$ cat src/rtl/debug_apb_pkg.sv
// debug_apb_pkg: FSM state codes, default widths and constants for the debug APB arbiter
package debug_apb_pkg;
  localparam logic [1:0] ST_IDLE   = 2'd0;
  localparam logic [1:0] ST_SETUP  = 2'd1;
  localparam logic [1:0] ST_ACCESS = 2'd2;
  localparam int ADDR_W_DEF  = 5;
  localparam int DATA_W_DEF  = 8;
  localparam int TIMEOUT_DEF = 15;
  // fill bit for the read result of a timed-out command (all ones)
  localparam logic ERR_FILL = 1'b1;
endpackage

$ cat src/rtl/debug_rr_grant2.sv
// debug_rr_grant2: two-way round-robin grant with its own last_grant register
//   elig       eligible requester mask
//   strobe     arbitration slot; last_grant takes the winner when something is eligible
//   gnt/any    winning index / at least one eligible
//   last_grant most recently granted index, resets to 1 so requester 0 wins first
module debug_rr_grant2 (
  input  logic       clk,
  input  logic       rst_n,
  input  logic [1:0] elig,
  input  logic       strobe,
  output logic       gnt,
  output logic       any,
  output logic       last_grant
);
  assign any = |elig;
  assign gnt = &elig ? ~last_grant : elig[1];
  always_ff @(posedge clk or negedge rst_n)
    if (!rst_n) last_grant <= 1'b1;
    else if (strobe && any) last_grant <= gnt;
endmodule

$ cat src/rtl/debug_apb_arbiter.sv
// debug_apb_arbiter: round-robin two-requester APB master in front of the debugger APB slave
//   REQn/WRITEn/ADDRn/WDATAn  requester commands, held stable until ACKn
//   ACKn/ERRn/RDATAn          completion pulse, error flag, read result
//   PSEL..PWDATA, PRDATA/PREADY  APB master side
//   APB_ARB_TIMEOUT_EN: abort ACCESS after TIMEOUT_CYCLES stalled cycles with ERR
import debug_apb_pkg::*;
module debug_apb_arbiter #(
  parameter int ADDR_W         = ADDR_W_DEF,
  parameter int DATA_W         = DATA_W_DEF,
  parameter int TIMEOUT_CYCLES = TIMEOUT_DEF
) (
  input  logic              PCLK,
  input  logic              PRESETn,
  input  logic              REQ0,
  input  logic              REQ1,
  input  logic              WRITE0,
  input  logic              WRITE1,
  input  logic [ADDR_W-1:0] ADDR0,
  input  logic [ADDR_W-1:0] ADDR1,
  input  logic [DATA_W-1:0] WDATA0,
  input  logic [DATA_W-1:0] WDATA1,
  output logic              ACK0,
  output logic              ACK1,
  output logic              ERR0,
  output logic              ERR1,
  output logic [DATA_W-1:0] RDATA0,
  output logic [DATA_W-1:0] RDATA1,
  output logic              PSEL,
  output logic              PENABLE,
  output logic              PWRITE,
  output logic [ADDR_W-1:0] PADDR,
  output logic [DATA_W-1:0] PWDATA,
  input  logic [DATA_W-1:0] PRDATA,
  input  logic              PREADY
);
  if (TIMEOUT_CYCLES < 1 || TIMEOUT_CYCLES > 255) begin : g_bad_timeout
    $error("TIMEOUT_CYCLES must be 1..255");
  end
  logic [1:0] state;
  logic [1:0] elig;
  logic gnt, any, owner, fin, to;
  logic [DATA_W-1:0] rd;
  // a requester whose ACK is showing is excluded so a held REQ is not reissued
  assign elig = {REQ1 & ~ACK1, REQ0 & ~ACK0};
  // the owner of the transfer in flight is simply the last winner
  debug_rr_grant2 u_grant (
    .clk(PCLK), .rst_n(PRESETn), .elig(elig), .strobe(state == ST_IDLE),
    .gnt(gnt), .any(any), .last_grant(owner)
  );
`ifdef APB_ARB_TIMEOUT_EN
  logic [7:0] cnt;
  assign to = state == ST_ACCESS && !PREADY && cnt == 8'(TIMEOUT_CYCLES - 1);
  always_ff @(posedge PCLK or negedge PRESETn)
    if (!PRESETn) cnt <= '0;
    else if (state == ST_SETUP) cnt <= '0;
    else if (state == ST_ACCESS && !PREADY) cnt <= cnt + 8'd1;
  always_ff @(posedge PCLK or negedge PRESETn)
    if (!PRESETn) {ERR1, ERR0} <= 2'b00;
    else {ERR1, ERR0} <= {to & owner, to & ~owner};
`else
  assign to = 1'b0;
  assign ERR0 = 1'b0;
  assign ERR1 = 1'b0;
`endif
  assign fin = state == ST_ACCESS && (PREADY || to);
  // PREADY wins over an expiry in the same cycle
  assign rd = PREADY ? PRDATA : {DATA_W{ERR_FILL}};
  always_ff @(posedge PCLK or negedge PRESETn)
    if (!PRESETn) begin
      state   <= ST_IDLE;
      PSEL    <= 1'b0;
      PENABLE <= 1'b0;
      PWRITE  <= 1'b0;
      PADDR   <= '0;
      PWDATA  <= '0;
      ACK0    <= 1'b0;
      ACK1    <= 1'b0;
      RDATA0  <= '0;
      RDATA1  <= '0;
    end else begin
      ACK0 <= fin & ~owner;
      ACK1 <= fin & owner;
      if (fin && !PWRITE && !owner) RDATA0 <= rd;
      if (fin && !PWRITE && owner) RDATA1 <= rd;
      if (state == ST_IDLE && any) begin
        state  <= ST_SETUP;
        PSEL   <= 1'b1;
        PWRITE <= gnt ? WRITE1 : WRITE0;
        PADDR  <= gnt ? ADDR1 : ADDR0;
        PWDATA <= gnt ? WDATA1 : WDATA0;
      end else if (state == ST_SETUP) begin
        state   <= ST_ACCESS;
        PENABLE <= 1'b1;
      end else if (fin) begin
        state   <= ST_IDLE;
        PSEL    <= 1'b0;
        PENABLE <= 1'b0;
      end
    end
endmodule
$ cat config.mk
export PLATFORM = sky130hd
export DESIGN_NAME = debug_apb_arbiter
export DESIGN_NICKNAME = d
export VERILOG_FILES = /design/src/rtl/debug_apb_pkg.sv /design/src/rtl/debug_rr_grant2.sv /design/src/rtl/debug_apb_arbiter.sv
export SDC_FILE = /design/constraint.sdc
export NUM_CORES = 1
export LEC_CHECK = 0
export ABC_AREA = 1
export CORE_MARGIN = 2
export CORE_UTILIZATION = 39
export CTS_CLUSTER_SIZE = 12
export DETAILED_ROUTE_END_ITERATION = 6
export PLACE_DENSITY_LB_ADDON = 0.08
export SLEW_MARGIN = 15
export SYNTH_ARGS = -nofsm -noshare
export SYNTH_HDL_FRONTEND = slang
export SYNTH_SLANG_ARGS = --single-unit
export TNS_END_PERCENT = 100
$ cat constraint.sdc
create_clock -name PCLK -period 1.7 [get_ports PCLK]
set_input_delay 0.17 -clock PCLK [delete_from_list [all_inputs] [get_ports PCLK]]
set_output_delay 0.17 -clock PCLK [all_outputs]
set_load 0.01 [all_outputs]
; Word-level counts from Yosys, hierarchy flattened
; Index checks and enable logic that the tools add are counted.
[word_totals]
register_bits = 37
in_bits = 41
out_inout_bits = 36
elab_cells = 49
[classes]
n_eq_ne = 3
mux = 12
n_bitwise = 8
reduce_logical = 15
[ops]
columns = op, n
row1 = two-way mux 8 bit, 2
row2 = two-way mux 1 bit, 6
row3 = two-way mux 2 bit, 3
row4 = AND reduction 2 bit, 3
row5 = logical AND 1 bit, 5
row6 = two-way mux 5 bit, 1
row7 = AND 1 bit, 4
row8 = inverter 1 bit, 4
row9 = nonzero test 2 bit, 2
row10 = nonzero test 3 bit, 1
row11 = == test 2 x 1 -> 1 bit (second input constant), 1
row12 = == test 2 bit (second input constant), 1
row13 = zero test 1 bit, 2
row14 = zero test 2 bit, 1
row15 = inequality test 2 bit (second input constant), 1
row16 = OR reduction 2 bit, 1

; Logic depth before layout (Yosys ltp)
; Gate-level depths: netlist of the first run.
[logic_depth]
depth_word = 6
ltp_mapped = 7

; By module
; From an unflattened synthesis of the first run, not the netlist that was laid out.
[unflattened]
hier_cells = 218
area_unflattened_um2 = 1736.7
[by_module_without_submodules]
columns = mod, n_inst, cells_per_inst, area_per_inst_um2
row1 = debug_apb_arbiter, 1, 210, 1676.6
row2 = debug_rr_grant2, 1, 8, 60.1

; Worst setup path after synthesis of the first run
; OpenSTA, ideal clock, no wires.
[synth_timing]
kind = flip-flop to flip-flop
start = register u_grant.last_grant
end = register PADDR[0]
arrival_ps = 1076
path_slack_ps = 506
path_stages_with_launch = 7
n_path_buf = 1
period_less_slack_ps = 1194
cell_sequence = dfstp_2 > nand3_2 > nand2_2 > buf_6 > nand2_1 > nand3_1 > nand2_1
[synth_via]
elab_chain_len = 3
[synth_lines]
columns = item, line
row1 = start: declaration, debug_rr_grant2.sv:13  ; output logic last_grant
row2 = start signal: assignment, debug_rr_grant2.sv:19  ; else if (strobe && any) last_grant <= gnt;
row3 = inverter 1 bit, debug_rr_grant2.sv:16  ; assign gnt = &elig ? ~last_grant : elig[1];
row4 = two-way mux 1 bit, debug_rr_grant2.sv:16
row5 = two-way mux 5 bit, debug_apb_arbiter.sv:89  ; PADDR <= gnt ? ADDR1 : ADDR0;
row6 = end signal: assignment, debug_apb_arbiter.sv:89
row7 = end: declaration, debug_apb_arbiter.sv:31  ; output logic [ADDR_W-1:0] PADDR,
; No other way between the ends.
; A chain may end at the register's enable or synchronous reset.

; Final worst setup path of the first run
[layout_timing]
start = register ACK1
end = output ACK1
[layout_rtl]
columns = item, line
row1 = start: declaration, debug_apb_arbiter.sv:23  ; output logic ACK1,
row2 = start signal: assignment, debug_apb_arbiter.sv:82  ; ACK1 <= fin & owner;
; No word-level cell between the ends.

==> impl_metrics.json, run 1 <==
{
  "outcome": "completed",
  "crit_family": "buffers and inverters",
  "setup_viol": 0,
  "clock_sink_count": 37,
  "r2r_cells": 5,
  "gr-total-overflow": 0,
  "required_ns": 1.53,
  "crit_path_end_kind": "output pin",
  "min_period_ns": 1.45,
  "vdd_drop_max_mv": 0.375,
  "ys_ff_latch": 37,
  "die_height_um": 72.0,
  "rrSetupSlack_ns": 0.42,
  "die_x_um": 72.0,
  "htreeDepth": 2,
  "syn_inst": 215,
  "drive_above_1_share": 0.139,
  "grt_pass1_wl_um": 7020,
  "crit_path_max_incr_delay_ns": 0.57,
  "comb_power_share": 0.095,
  "antenna_cells": 0,
  "yosysWarnings": 0,
  "r2r-end": "PADDR[4]",
  "grt_pass1_vias": 1542,
  "cp.arrival_ns": 1.28,
  "syn_area_um2": 1800,
  "ant_nets": 0,
  "drv_cap": 0,
  "finalInstanceArea_um2": 2720,
  "crit_chain": "clkdlybuf4s50_1",
  "drt-total-wl_um": 3980,
  "sw_frac_of_total": 0.212,
  "area_growth_pct": 51.0,
  "rows": 24,
  "finalSetupTns_ns": 0,
  "critPathBufInv": 1,
  "powerDensity_nw_per_um2": 681,
  "core_um2": 4410,
  "dr.pass1.iters": 4,
  "clockRootBuffer": "clkbuf_8",
  "min_period_over_period": 0.855,
  "hpwlAfterDp_um": 2990,
  "whs_ns": 0.448,
  "start_util": 0.408,
  "antenna_found_initial": 0,
  "drt-vias-per-instance": 4.59,
  "nets": 336,
  "synth.largest_area_cell": "dfrtp_1",
  "drv_slew": 0,
  "hold_path.class": "input pin to async pin",
  "clkPwrFrac": 0.430,
  "port-buffer-count": 74,
  "timing_worst_setup_path_type": "register to output pin",
  "dieArea_um2": 5180,
  "dr_total_vias": 1596,
  "synth-seq-area-share": 0.515,
  "fin_skew_ns": 0.00761,
  "power_switching_uw": 392,
  "placed_area_um2": 2590,
  "wire_per_inst_um": 11.4,
  "rsz0062_at_grt": "no",
  "ys_types": 19,
  "grt_usage": 0.174,
  "cts_tree": "done",
  "start_kind": "register",
  "synth_area_leaders": "dfrtp_1, nand2_1, nand3_1, inv_1, o21ai_2",
  "cts_buffers": 5,
  "intPower_uw": 1460,
  "cp_slowest_cell": "clkdlybuf4s50_1",
  "pin_count": 77,
  "place.gp.congestion": 0.726,
  "clk_path_buf_depth": 2,
  "fmax_mhz": 688,
  "drc": 0,
  "yosysTopAreaCellShare": 0.500,
  "drt_iter0_drc": 67,
  "clkTransAtPathRegs_ns": 0.08,
  "timing.rr.start": "u_grant.last_grant",
  "hold_violations": 0,
  "clock_latency_ns": 0.29,
  "critical_path.max_fanout": 3,
  "sequentialPowerShare": 0.475,
  "syn_avg_cell_area_um2": 8.38,
  "cellLeakagePower_uw": 0.00136,
  "grt_max_degree": 38
}
placed cells by master (no fill, tap or decap):
cell             synthesis  routed
clkdlybuf4s50_1          0      73
nand2_1                 66      66
dfrtp_1                 36      36
inv_1                   33      33
nand3_1                 28      28
o21ai_2                 14      14
nor2_1                  10      10
clkbuf_8                 0       6
buf_4                    4       5
o21ai_0                  4       4
nand2_2                  3       3
inv_2                    2       2
nor2_4                   2       2
o21ai_1                  2       2
nand3_2                  2       2
conb_1                   1       2
nand3_4                  1       1
a21oi_2                  1       1
bufinv_16                0       1
clkinvlp_4               0       1
dlygate4sd3_1            0       1
buf_2                    2       1
buf_12                   0       1
dfstp_2                  1       1
layer usage:
metal	track usage	up-vias	share of wire
met2	0.272	48	0.47
met1	0.230	725	0.44
met3	0.0542	7	0.074
li1	-	816	-
met5	0	-	0
met4	0.0629	0	0.015
what timing repair did:
| action | 4_1_cts | 5_1_grt |
|---|---|---|
| setup endpoints to repair | 0 | 0 |
| hold buffers | 1 | 0 |
| endpoints found under the hold margin | 36 | 0 |
| resized for setup | 0 | 0 |
| buffers inserted | 0 | 0 |
area by class of cell:
cell class / instances / area [µm²]
Sequential cell: 37 / 927
Tap cell: 52 / 65.1
Fill cell: 402 / 1690
Clock buffer: 6 / 82.6
Inverter: 35 / 131
Timing Repair Buffer: 81 / 803
Clock inverter: 2 / 37.5
Multi-Input combinational cell: 135 / 673
through the flow:
step	worst slack, ns	instances	total power, µW	utilization
after floorplan	0.506	216	958	-
after global placement	0.188	339	1070	0.587
after detailed placement	0.183	339	1070	0.587
after CTS	0.235	348	1870	0.616
after global routing	0.205	348	1930	0.616
final	0.247	348	1850	0.616
power by group through the flow:
stage | combinational [µW] | sequential (µW) | clock (µW)
after floorplan | 60.6 | 897 | 0
after global placement | 177 | 897 | 0
after detailed placement | 178 | 897 | 0
after CTS | 180 | 879 | 813
after global routing | 199 | 879 | 853
final | 176 | 880 | 795
cell families (layout without fill, tap and decap cells):
logic type / count (synthesis) / count (layout) / synth area share
compound gates: 21 / 21 / 0.0896
buf+inv: 44 / 124 / 0.114
flops: 37 / 37 / 0.515
other cells: 1 / 2 / 0.00208
simple gates: 112 / 112 / 0.280
how the worst max path moves through the flow:
stage	startpoint	endpoint	slack, ns	depth (start not counted)
3_3_place_gp	PREADY	RDATA1[0]	0.19	6
4_1_cts	PWRITE	PWRITE	0.23	1
2_1_floorplan	u_grant.last_grant	PADDR[0]	0.51	6
6_report	ACK1	ACK1	0.25	1
5_1_grt	PWRITE	PWRITE	0.21	1
3_5_place_dp	PREADY	RDATA0[2]	0.18	6
cells in the mapped netlist (all sizes together):
library cell and n:
o21ai 20, nand2 69, nand3 31, inv 35
dfstp 1, nor2 12, buf 9, conb 1
a21oi 1, dfrtp 36
registers in the layout (all words and copies together), names as in the netlist:
register            cells
PADDR                   5
RDATA1                  8
ACK1                    1
PENABLE                 1
ACK0                    1
PWDATA                  8
state                   2
PSEL                    1
PWRITE                  1
RDATA0                  8
u_grant.last_grant      1
(Power assumes the default switching activity.)
==> run 2: changes to the inputs <==
ABC_CLOCK_PERIOD_IN_PS = 1700   (was default)
HOLD_SLACK_MARGIN = 0.15   (was default)
TNS_END_PERCENT = 10   (was 100)
==> results of run 2 <==
No change in the layout: final DEF, timing and power equal those of run 1.
==> run 3: changes to the inputs <==
ABC_CLOCK_PERIOD_IN_PS = 1500   (was 1700)
clock period = 1.5 ns   (was 1.7 ns; I/O delays follow)
==> run 3 against run 2 <==
Clock skew fell by 0.0054 ns. Register-to-register slack got worse by 0.20 ns. Via count fell by 2.7%. Utilization fell by 0.11 points. Worst hold slack got worse by 0.12 ns. Power rose by 0.39%. Routed wire length rose by 1.2%. Global-route usage fell by 0.34 points. Clock-buffer cell count did not move. Sequential share of layout area rose by 0.063 points. Critical path type unchanged. Largest cell class unchanged.
==> impl_metrics.json, run 3 (synthesis gave the netlist of run 1 again) <==
{
  "outcome": "completed",
  "placed_area_um2": 2620,
  "area_growth_pct": 50.7,
  "top_regs": "PWDATA (8), RDATA0 (8), RDATA1 (8)",
  "clk_path_buf_depth": 2,
  "hold_violations": 0,
  "drt-vias-per-instance": 4.45,
  "whs_ns": 0.331,
  "drv_slew": 0,
  "cp.arrival_ns": 1.27,
  "grt_max_degree": 22,
  "drt_iter0_drc": 62,
  "drt-total-wl_um": 4030,
  "clock_latency_ns": 0.28,
  "vdd_drop_max_mv": 0.615,
  "crit_end": "PWRITE",
  "cts_resized": 0,
  "htreeDepth": 2,
  "dr.pass1.iters": 4,
  "timing.rr.start": "u_grant.last_grant",
  "clkPwrFrac": 0.350,
  "wire_per_inst_um": 11.6,
  "min_period_over_period": 0.949,
  "grt_usage": 0.171,
  "die_x_um": 72.0,
  "die_height_um": 72.0,
  "timing_worst_setup_path_type": "register to output pin",
  "grt_pass1_wl_um": 6870,
  "cts_buffers": 5,
  "clkTransAtPathRegs_ns": 0.07,
  "comb_power_share": 0.113,
  "port-buffer-count": 74,
  "rsz0062_at_grt": "no",
  "cts_tree": "done",
  "pin_count": 77,
  "finalSetupTns_ns": 0,
  "dr_total_vias": 1553,
  "finalInstanceArea_um2": 2720,
  "final_common_cell": "clkdlybuf4s50_1",
  "r2r-end": "PADDR[4]",
  "rows": 24,
  "fmax_mhz": 703,
  "min_period_ns": 1.42,
  "critPathBufInv": 1,
  "crit_family": "buffers and inverters",
  "crit_chain": "clkdlybuf4s50_1",
  "r2r_cells": 5,
  "power_switching_uw": 416,
  "mostFrequentLayoutCells": "clkdlybuf4s50_1, nand2_1, dfrtp_1, inv_1, nand3_1",
  "sw_frac_of_total": 0.224,
  "drive_above_1_share": 0.138,
  "ant_nets": 0,
  "antenna_found_initial": 0,
  "rrSetupSlack_ns": 0.22,
  "antenna_cells": 0,
  "cp.depth": 1,
  "clock_sink_count": 37,
  "cp_slowest_cell": "clkdlybuf4s50_1",
  "gr-total-overflow": 0,
  "crit_path_end_kind": "output pin",
  "nets": 337,
  "setup_viol": 0,
  "powerDensity_nw_per_um2": 684,
  "crit_path_max_incr_delay_ns": 0.56,
  "intPower_uw": 1440,
  "hold_path.class": "input pin to async pin",
  "cellLeakagePower_uw": 0.00136,
  "final_core_util": 0.615,
  "core_um2": 4410,
  "place.gp.congestion": 0.712,
  "drv_cap": 0,
  "required_ns": 1.35,
  "fillers": 393,
  "sequentialPowerShare": 0.537,
  "dp_worst_setup_slack_ns": 0.0422,
  "start_kind": "register",
  "grt_pass1_vias": 1504,
  "clockRootBuffer": "clkbuf_8",
  "dieArea_um2": 5180,
  "hpwlAfterDp_um": 3050,
  "setup_slack_ns": 0.0765,
  "drc": 0,
  "cts_setup_buffers": 0,
  "critPathLaunch": "PWRITE",
  "critical_path.max_fanout": 3,
  "fin_skew_ns": 0.00226,
  "start_util": 0.408
}
-- run 3: cell types whose count changed in the layout (fill, tap and decap cells not counted), sizes merged --
cell      before  now
clkinvlp       1    0
clkinv         0    2
bufinv         1    0
buf            7    8
-- run 3: repair_timing --
action / 4_1_cts / 5_1_grt
endpoints found under the hold margin: 36 / 0
endpoints found under the setup margin: 0 / 0
hold buffers: 1 / 0
-- run 3: metrics by stage --
stage	instances	power, µW
global placement	340	1230
floorplan	216	1090
global route	349	1960
detailed placement	340	1230
CTS	349	1890
finish	349	1860
-- run 3: per-layer routing --
metal	share of wire	routed length [µm]	track usage
met5	0	0	0
met4	0.012	50	0.0503
met3	0.075	302	0.0542
met2	0.46	1840	0.263
met1	0.46	1840	0.233
-- run 3: power by group through the flow --
stage               logic (µW)  clock network, µW  registers, µW
floorplan                 68.7                  0           1020
global placement           210                  0           1020
detailed placement         211                  0           1020
CTS                        213                679            997
global route               235                727            997
finish                     210                651            997
-- run 3: worst min path at each step --
stage                  from         to  slack (ns)  cells past startpoint
finish              PRESETn  PWDATA[2]        0.33                      2
global route        PRESETn  RDATA0[6]        0.36                      2
CTS                 PRESETn  PWDATA[2]        0.34                      2
detailed placement  PRESETn  PWDATA[2]        0.11                      1
global placement    PRESETn  PWDATA[2]        0.11                      1
floorplan           PRESETn       ACK0       -0.15                      0
-- run 3: final cells by class --
class | count | area [µm²] | share of cell area
Sequential cell | 37 | 927 | 0.341
Timing Repair Buffer | 82 | 836 | 0.308
Multi-Input combinational cell | 135 | 673 | 0.248
Inverter | 35 | 131 | 0.0484
Clock buffer | 6 | 72.6 | 0.0267
Tap cell | 52 | 65.1 | 0.0240
Clock inverter | 2 | 10.0 | 0.00369
